--- config.mk ---
export PLATFORM = sky130hd
export DESIGN_NAME = quadrature_oscillator_agc_flat
export DESIGN_NICKNAME = d
export VERILOG_FILES = /design/src/rtl/quadrature_oscillator_agc_if.sv /design/src/rtl/quadrature_oscillator_agc.sv /design/src/flat_wrapper.sv
export SDC_FILE = /design/constraint.sdc
export NUM_CORES = 2
export LEC_CHECK = 0
export BUFFER_PORTS_ARGS = -buffer_cell sky130_fd_sc_hd__buf_2
export CORE_MARGIN = 1.5
export CORE_UTILIZATION = 60
export CTS_CLUSTER_SIZE = 16
export DETAILED_ROUTE_END_ITERATION = 12
export PLACE_DENSITY_LB_ADDON = 0.25
export RECOVER_POWER = 25
export SKIP_CTS_REPAIR_TIMING = 1
export SYNTH_ARGS = -nofsm -noshare
export SYNTH_HDL_FRONTEND = slang
export SYNTH_SLANG_ARGS = --single-unit
--- constraint.sdc ---
create_clock -name clk -period 16.7 [get_ports clk]
set_input_delay 3.34 -clock clk [delete_from_list [all_inputs] [get_ports clk]]
set_output_delay 3.34 -clock clk [all_outputs]
set_load 0.01 [all_outputs]
--- src/rtl/quadrature_oscillator_agc_if.sv ---
// Control/data bundle of the quadrature oscillator: coefficients, init values, mode bits and state outputs.
// Latency: none (plain wiring bundle).
// Backpressure: none; the oscillator is free-running and the consumer samples on sample_valid.
interface quadrature_oscillator_agc_if #(
  parameter int WIDTH = 8,
  parameter int DIV_W = 8
);
  logic                    load;
  logic                    enable;
  logic                    agc_en;
  logic        [DIV_W-1:0] rate;
  logic signed [WIDTH-1:0] re_coeff;
  logic signed [WIDTH-1:0] im_coeff;
  logic signed [WIDTH-1:0] power;
  logic signed [WIDTH-1:0] accu_re_init;
  logic signed [WIDTH-1:0] accu_im_init;
  logic signed [WIDTH-1:0] accu_re;
  logic signed [WIDTH-1:0] accu_im;
  logic                    sample_valid;
  logic                    sat_flag;
  logic                    running;

  // Controller side: drives configuration, observes the oscillator state
  modport master (
    output load, enable, agc_en, rate, re_coeff, im_coeff, power, accu_re_init, accu_im_init,
    input  accu_re, accu_im, sample_valid, sat_flag, running
  );

  // Oscillator side
  modport slave (
    input  load, enable, agc_en, rate, re_coeff, im_coeff, power, accu_re_init, accu_im_init,
    output accu_re, accu_im, sample_valid, sat_flag, running
  );
endinterface

--- src/rtl/quadrature_oscillator_agc.sv ---
// Complex rotator oscillator with optional AGC toward a target power, saturation and a sticky flag.
// Latency: state updates on the step edge; sample_valid pulses in the cycle after each step.
// Backpressure: none; enable=0 freezes state and divider, no valid pulses while frozen.
module quadrature_oscillator_agc #(
  parameter int WIDTH     = 8,
  parameter int FRAC      = WIDTH - 1,
  parameter int DIV_W     = 8,
  parameter int AGC_SHIFT = 4
) (
  input logic                       clk,
  input logic                       rst,
  quadrature_oscillator_agc_if.slave bus
);

  // Working width: wide enough that products of rotated state and error never overflow.
  localparam int XW = 4 * WIDTH + 8;

  localparam logic [0:0] ST_IDLE = 1'b0;
  localparam logic [0:0] ST_RUN  = 1'b1;

  localparam logic signed [XW-1:0] MAXV = {{(XW-WIDTH+1){1'b0}}, {(WIDTH-1){1'b1}}};
  localparam logic signed [XW-1:0] MINV = {{(XW-WIDTH+1){1'b1}}, {(WIDTH-1){1'b0}}};

  logic signed [WIDTH-1:0] r_accu_re;
  logic signed [WIDTH-1:0] r_accu_im;
  logic                    r_valid;
  logic                    r_sat;
  logic [0:0]              r_state;
  logic [DIV_W-1:0]        r_div_cnt;

  logic                    w_step;
  logic signed [XW-1:0]    w_re, w_im, w_cre, w_cim, w_pwr;
  logic signed [XW-1:0]    w_rot_re, w_rot_im, w_mag2, w_err;
  logic signed [XW-1:0]    w_corr_re, w_corr_im, w_nxt_re, w_nxt_im;
  logic signed [WIDTH-1:0] w_sat_re, w_sat_im;
  logic                    w_clip_re, w_clip_im;

  function automatic logic signed [XW-1:0] sx(input logic signed [WIDTH-1:0] v);
    return {{(XW-WIDTH){v[WIDTH-1]}}, v};
  endfunction

  assign w_re  = sx(r_accu_re);
  assign w_im  = sx(r_accu_im);
  assign w_cre = sx(bus.re_coeff);
  assign w_cim = sx(bus.im_coeff);
  assign w_pwr = sx(bus.power);

  // A step fires when running, enabled, and the divider has reached the programmed rate.
  assign w_step = (r_state == ST_RUN) && bus.enable && (r_div_cnt >= bus.rate);

  // Full-precision rotation plus AGC correction; >>> floors because all operands are signed.
  always_comb begin
    w_rot_re  = (w_re * w_cre - w_im * w_cim) >>> FRAC;
    w_rot_im  = (w_re * w_cim + w_im * w_cre) >>> FRAC;
    w_mag2    = (w_re * w_re + w_im * w_im) >>> FRAC;
    w_err     = w_pwr - w_mag2;
    w_corr_re = '0;
    w_corr_im = '0;
    if (bus.agc_en) begin
      w_corr_re = (w_rot_re * w_err) >>> (FRAC + AGC_SHIFT);
      w_corr_im = (w_rot_im * w_err) >>> (FRAC + AGC_SHIFT);
    end
    w_nxt_re = w_rot_re + w_corr_re;
    w_nxt_im = w_rot_im + w_corr_im;
  end

  // Clamp each component to the signed WIDTH range and report any clipping.
  always_comb begin
    w_clip_re = 1'b1;
    w_clip_im = 1'b1;
    if (w_nxt_re > MAXV)      w_sat_re = MAXV[WIDTH-1:0];
    else if (w_nxt_re < MINV) w_sat_re = MINV[WIDTH-1:0];
    else begin
      w_sat_re  = w_nxt_re[WIDTH-1:0];
      w_clip_re = 1'b0;
    end
    if (w_nxt_im > MAXV)      w_sat_im = MAXV[WIDTH-1:0];
    else if (w_nxt_im < MINV) w_sat_im = MINV[WIDTH-1:0];
    else begin
      w_sat_im  = w_nxt_im[WIDTH-1:0];
      w_clip_im = 1'b0;
    end
  end

  // State, divider and flags: reset beats load, load beats step.
  always_ff @(posedge clk) begin
    if (rst) begin
      r_accu_re <= '0;
      r_accu_im <= '0;
      r_valid   <= 1'b0;
      r_sat     <= 1'b0;
      r_state   <= ST_IDLE;
      r_div_cnt <= '0;
    end else if (bus.load) begin
      r_accu_re <= bus.accu_re_init;
      r_accu_im <= bus.accu_im_init;
      r_valid   <= 1'b0;
      r_sat     <= 1'b0;
      r_state   <= ST_RUN;
      r_div_cnt <= '0;
    end else if (w_step) begin
      r_accu_re <= w_sat_re;
      r_accu_im <= w_sat_im;
      r_valid   <= 1'b1;
      r_sat     <= r_sat | w_clip_re | w_clip_im;
      r_div_cnt <= '0;
    end else begin
      r_valid <= 1'b0;
      if ((r_state == ST_RUN) && bus.enable) r_div_cnt <= r_div_cnt + 1'b1;
    end
  end

  assign bus.accu_re      = r_accu_re;
  assign bus.accu_im      = r_accu_im;
  assign bus.sample_valid = r_valid;
  assign bus.sat_flag     = r_sat;
  assign bus.running      = (r_state == ST_RUN);

endmodule
--- src/flat_wrapper.sv ---
// flat-port wrapper written by rule: the top's interface ports become plain ports
module quadrature_oscillator_agc_flat 
#(
  parameter int WIDTH     = 8,
  parameter int FRAC      = WIDTH - 1,
  parameter int DIV_W     = 8,
  parameter int AGC_SHIFT = 4
)
  (clk, rst, bus_load, bus_enable, bus_agc_en, bus_rate, bus_re_coeff, bus_im_coeff, bus_power, bus_accu_re_init, bus_accu_im_init, bus_accu_re, bus_accu_im, bus_sample_valid, bus_sat_flag, bus_running);
  quadrature_oscillator_agc_if #(.WIDTH(WIDTH), .DIV_W(DIV_W)) bus_i ();
  input logic clk;
  input logic rst;
  input wire logic [$bits(bus_i.load)-1:0] bus_load;
  input wire logic [$bits(bus_i.enable)-1:0] bus_enable;
  input wire logic [$bits(bus_i.agc_en)-1:0] bus_agc_en;
  input wire logic [$bits(bus_i.rate)-1:0] bus_rate;
  input wire logic [$bits(bus_i.re_coeff)-1:0] bus_re_coeff;
  input wire logic [$bits(bus_i.im_coeff)-1:0] bus_im_coeff;
  input wire logic [$bits(bus_i.power)-1:0] bus_power;
  input wire logic [$bits(bus_i.accu_re_init)-1:0] bus_accu_re_init;
  input wire logic [$bits(bus_i.accu_im_init)-1:0] bus_accu_im_init;
  output wire logic [$bits(bus_i.accu_re)-1:0] bus_accu_re;
  output wire logic [$bits(bus_i.accu_im)-1:0] bus_accu_im;
  output wire logic [$bits(bus_i.sample_valid)-1:0] bus_sample_valid;
  output wire logic [$bits(bus_i.sat_flag)-1:0] bus_sat_flag;
  output wire logic [$bits(bus_i.running)-1:0] bus_running;
  assign bus_i.load = bus_load;
  assign bus_i.enable = bus_enable;
  assign bus_i.agc_en = bus_agc_en;
  assign bus_i.rate = bus_rate;
  assign bus_i.re_coeff = bus_re_coeff;
  assign bus_i.im_coeff = bus_im_coeff;
  assign bus_i.power = bus_power;
  assign bus_i.accu_re_init = bus_accu_re_init;
  assign bus_i.accu_im_init = bus_accu_im_init;
  assign bus_accu_re = bus_i.accu_re;
  assign bus_accu_im = bus_i.accu_im;
  assign bus_sample_valid = bus_i.sample_valid;
  assign bus_sat_flag = bus_i.sat_flag;
  assign bus_running = bus_i.running;
  quadrature_oscillator_agc #(.WIDTH(WIDTH), .FRAC(FRAC), .DIV_W(DIV_W), .AGC_SHIFT(AGC_SHIFT)) u_core (.clk(clk), .rst(rst), .bus(bus_i));
endmodule
==> results.py <==
metrics = {
    "floorplanning": {
        "ioPinCount": 72,
        "dieArea_um2": 44800,
        "rows": 76,
        "core_area_um2": 43000,
        "initial_core_util": 0.608,
        "die_h_um": 212,
        "die_w_um": 212,
    },
    "yosys": {
        "netlist_instances": 2867,
        "synth_ff_type": "dfxtp_1",
        "synth-seq-cells": 27,
        "synth_most_common_cell": "inv_1",
        "seq_area_frac_synth": 0.0207,
        "synth.distinct_cells": 73,
        "synth_area_leaders": "fa_1, ha_1, inv_1",
        "synth_top_area_frac": 0.460,
        "synth_top_cell_by_area": "fa_1",
        "ys_warn_count": 0,
        "synthesis.area_um2": 26100,
        "synth_edf_count": 0,
        "synth_top_cells_by_count": "inv_1, fa_1, ha_1",
        "avgSynthCellArea_um2": 9.11,
        "synthArstFlopShare": 0,
        "syn_nets": 3824,
    },
    "timing": {
        "worstMarginPinSlew_ps": 1060,
        "max_slew_margin": 0.286,
        "min_period_ps": 16690,
        "final.setup.tns_ps": 0,
        "drv_slew": 0,
        "fmax_mhz": 59.9,
        "finalHoldViolations": 0,
        "rsz0062_at_grt": "yes",
        "finalCritPeriodShare": 1.00,
        "final-setup-viol-count": 0,
        "fin_skew_ps": 9.56,
        "layout_setup_ws_ps": 7.69,
    },
    "clock_network": {
        "cts_sinks": 27,
        "clkSlewWorstSetupHoldPaths_ps": 80,
        "htreeDepth": 1,
        "cts_root_buffer": "clkbuf_16",
        "cts_buffer_depth": 2,
        "cts_tree": "done",
        "worstSkewPairLatency_ps": 280,
        "numCtsBuffers": 3,
    },
    "hold_path": {
        "whs_endpoint": "u_core.bus.running",
        "hp-start": "u_core.bus.running",
        "hold_depth": 2,
        "hp-class": "flip-flop to flip-flop",
    },
    "worst_setup_path": {
        "max_stage_delay_ps": 600,
        "required_ps": 16830,
        "worstSetupEndpointType": "flip-flop",
        "cpMostUsedCell": "fa_1",
        "cp-start-kind": "input port",
        "reg2reg_slack_ps": 860,
        "r2r-start": "u_core.bus.accu_re[0]",
        "critPathKind": "input port to flip-flop",
        "critPathMaxFanout": 7,
        "r2r_cells": 60,
        "cp.arrival_ps": 16830,
        "crit_slowest_cell": "fa_1",
        "r2r_end": "u_core.bus.accu_re[4]",
    },
    "detailed_routing": {
        "vias": 20200,
        "drt-pass1-iter-count": 5,
        "post-route-drc-count": 0,
        "drt_iter0_markers": 1134,
        "avgRoutedWirePerCell_um": 18.3,
        "routed_wl_um": 67700,
        "viasPerCell": 5.48,
        "ant_nets": 0,
    },
    "place": {
        "place_ws_ps": -734,
        "hpwl_um": 57900,
        "gp_congestion": 1.03,
        "place_area_um2": 28700,
        "port_buffers": 71,
    },
    "run_status": {
        "status": "complete, no violations",
    },
    "global_routing": {
        "grt_start_max_net_pins": 36,
        "overflow": 0,
        "antenna_found_initial": 1,
        "grt_usage": 0.320,
        "grt_pass1_wl_um": 111000,
        "grt_pass1_vias": 22100,
    },
    "layout": {
        "nets": 4064,
        "syn2layout_area_growth_pct": 13.2,
        "drive_gt1_frac": 0.149,
        "fin_area_um2": 29600,
        "fillers": 3388,
    },
    "job": {
        "cap_violations": 0,
    },
}
## metrics by stage
| stage | hold WS [ps] | cells | utilization |
|---|---|---|---|
| global route | 553 | 3691 | 0.688 |
| global placement | 492 | 3664 | 0.667 |
| floorplan | 483 | 2867 | - |
| finish | 516 | 3692 | 0.688 |
| detailed placement | 497 | 3664 | 0.667 |
| CTS | 519 | 3668 | 0.669 |
## layout make-up
cell class / count / area (µm²) / share of cell area
Clock buffer: 3 / 75.1 / 0.00254
Multi-Input combinational cell: 2034 / 23200 / 0.782
Antenna cell: 1 / 2.50 / 0.0000846
Timing Repair Buffer: 321 / 2370 / 0.0803
Sequential cell: 27 / 541 / 0.0183
Tap cell: 585 / 732 / 0.0247
Inverter: 720 / 2710 / 0.0914
Clock inverter: 1 / 8.76 / 0.000296
## registers in the layout, summed over array words and instances, names as in the netlist
register / count
u_core.bus.accu_im: 8
u_core.bus.running: 1
u_core.bus.sample_valid: 1
u_core.bus.sat_flag: 1
u_core.r_div_cnt: 8
u_core.bus.accu_re: 8
## kinds of logic (layout without fill, tap and decap cells)
kind of cell	count (synthesis)	in the layout	synth area share
mux	4	4	0.00163
buf+inv	806	1045	0.116
xor+xnor	151	151	0.0535
flops	27	27	0.0207
simple gates	743	743	0.138
fa+ha+maj	904	904	0.606
other cells	0	1	0
compound gates	232	232	0.0646
## worst max-delay path by stage
stage	start	cells past startpoint	endpoint	slack (ps)
after floorplan	bus_im_coeff[1]	56	u_core.bus.accu_im[0]	3
after global placement	bus_im_coeff[2]	59	u_core.bus.accu_im[4]	-390
after detailed placement	bus_im_coeff[2]	60	u_core.bus.accu_im[0]	-730
after CTS	bus_im_coeff[2]	60	u_core.bus.accu_im[0]	-470
after global routing	bus_re_coeff[2]	63	u_core.bus.accu_im[0]	-570
final	bus_re_coeff[2]	54	u_core.bus.accu_im[0]	8
## per-layer routing
| layer | GRT usage | part of all wire | vias to the layer above |
|---|---|---|---|
| li1 | - | - | 9093 |
| met1 | 0.397 | 0.38 | 10300 |
| met2 | 0.572 | 0.51 | 639 |
| met3 | 0.0383 | 0.068 | 169 |
| met4 | 0.117 | 0.039 | 0 |
| met5 | 0 | 0 | - |
## cell usage in the layout, fill, tap and decap left out, drive strengths merged, types with 6 or more instances in the layout
| master | instances |
|---|---|
| xnor2 | 113 |
| buf | 320 |
| a21oi | 64 |
| nor3 | 41 |
| o21a | 15 |
| nand2 | 246 |
| nand3 | 23 |
| nor2b | 12 |
| and2 | 179 |
| a31oi | 10 |
| inv | 719 |
| nor4 | 6 |
| a21o | 32 |
| nand2b | 25 |
| a2111oi | 18 |
| fa | 601 |
| ha | 303 |
| o21bai | 18 |
| xor2 | 38 |
| and3 | 12 |
| dfxtp | 27 |
| o21ai | 29 |
| nand4 | 16 |
| nor2 | 155 |
| o211ai | 9 |
| or3 | 6 |
## critical path: cells and delay by family
kind | cells | cell delay (ps)
xor+xnor | 2 | 260
buf+inv | 10 | 1140
compound gates | 18 | 3260
simple gates | 8 | 1590
fa+ha+maj | 16 | 7180
Power is not shown: default switching activity piles up to over one toggle a cycle in this logic, so the estimate is an artifact.
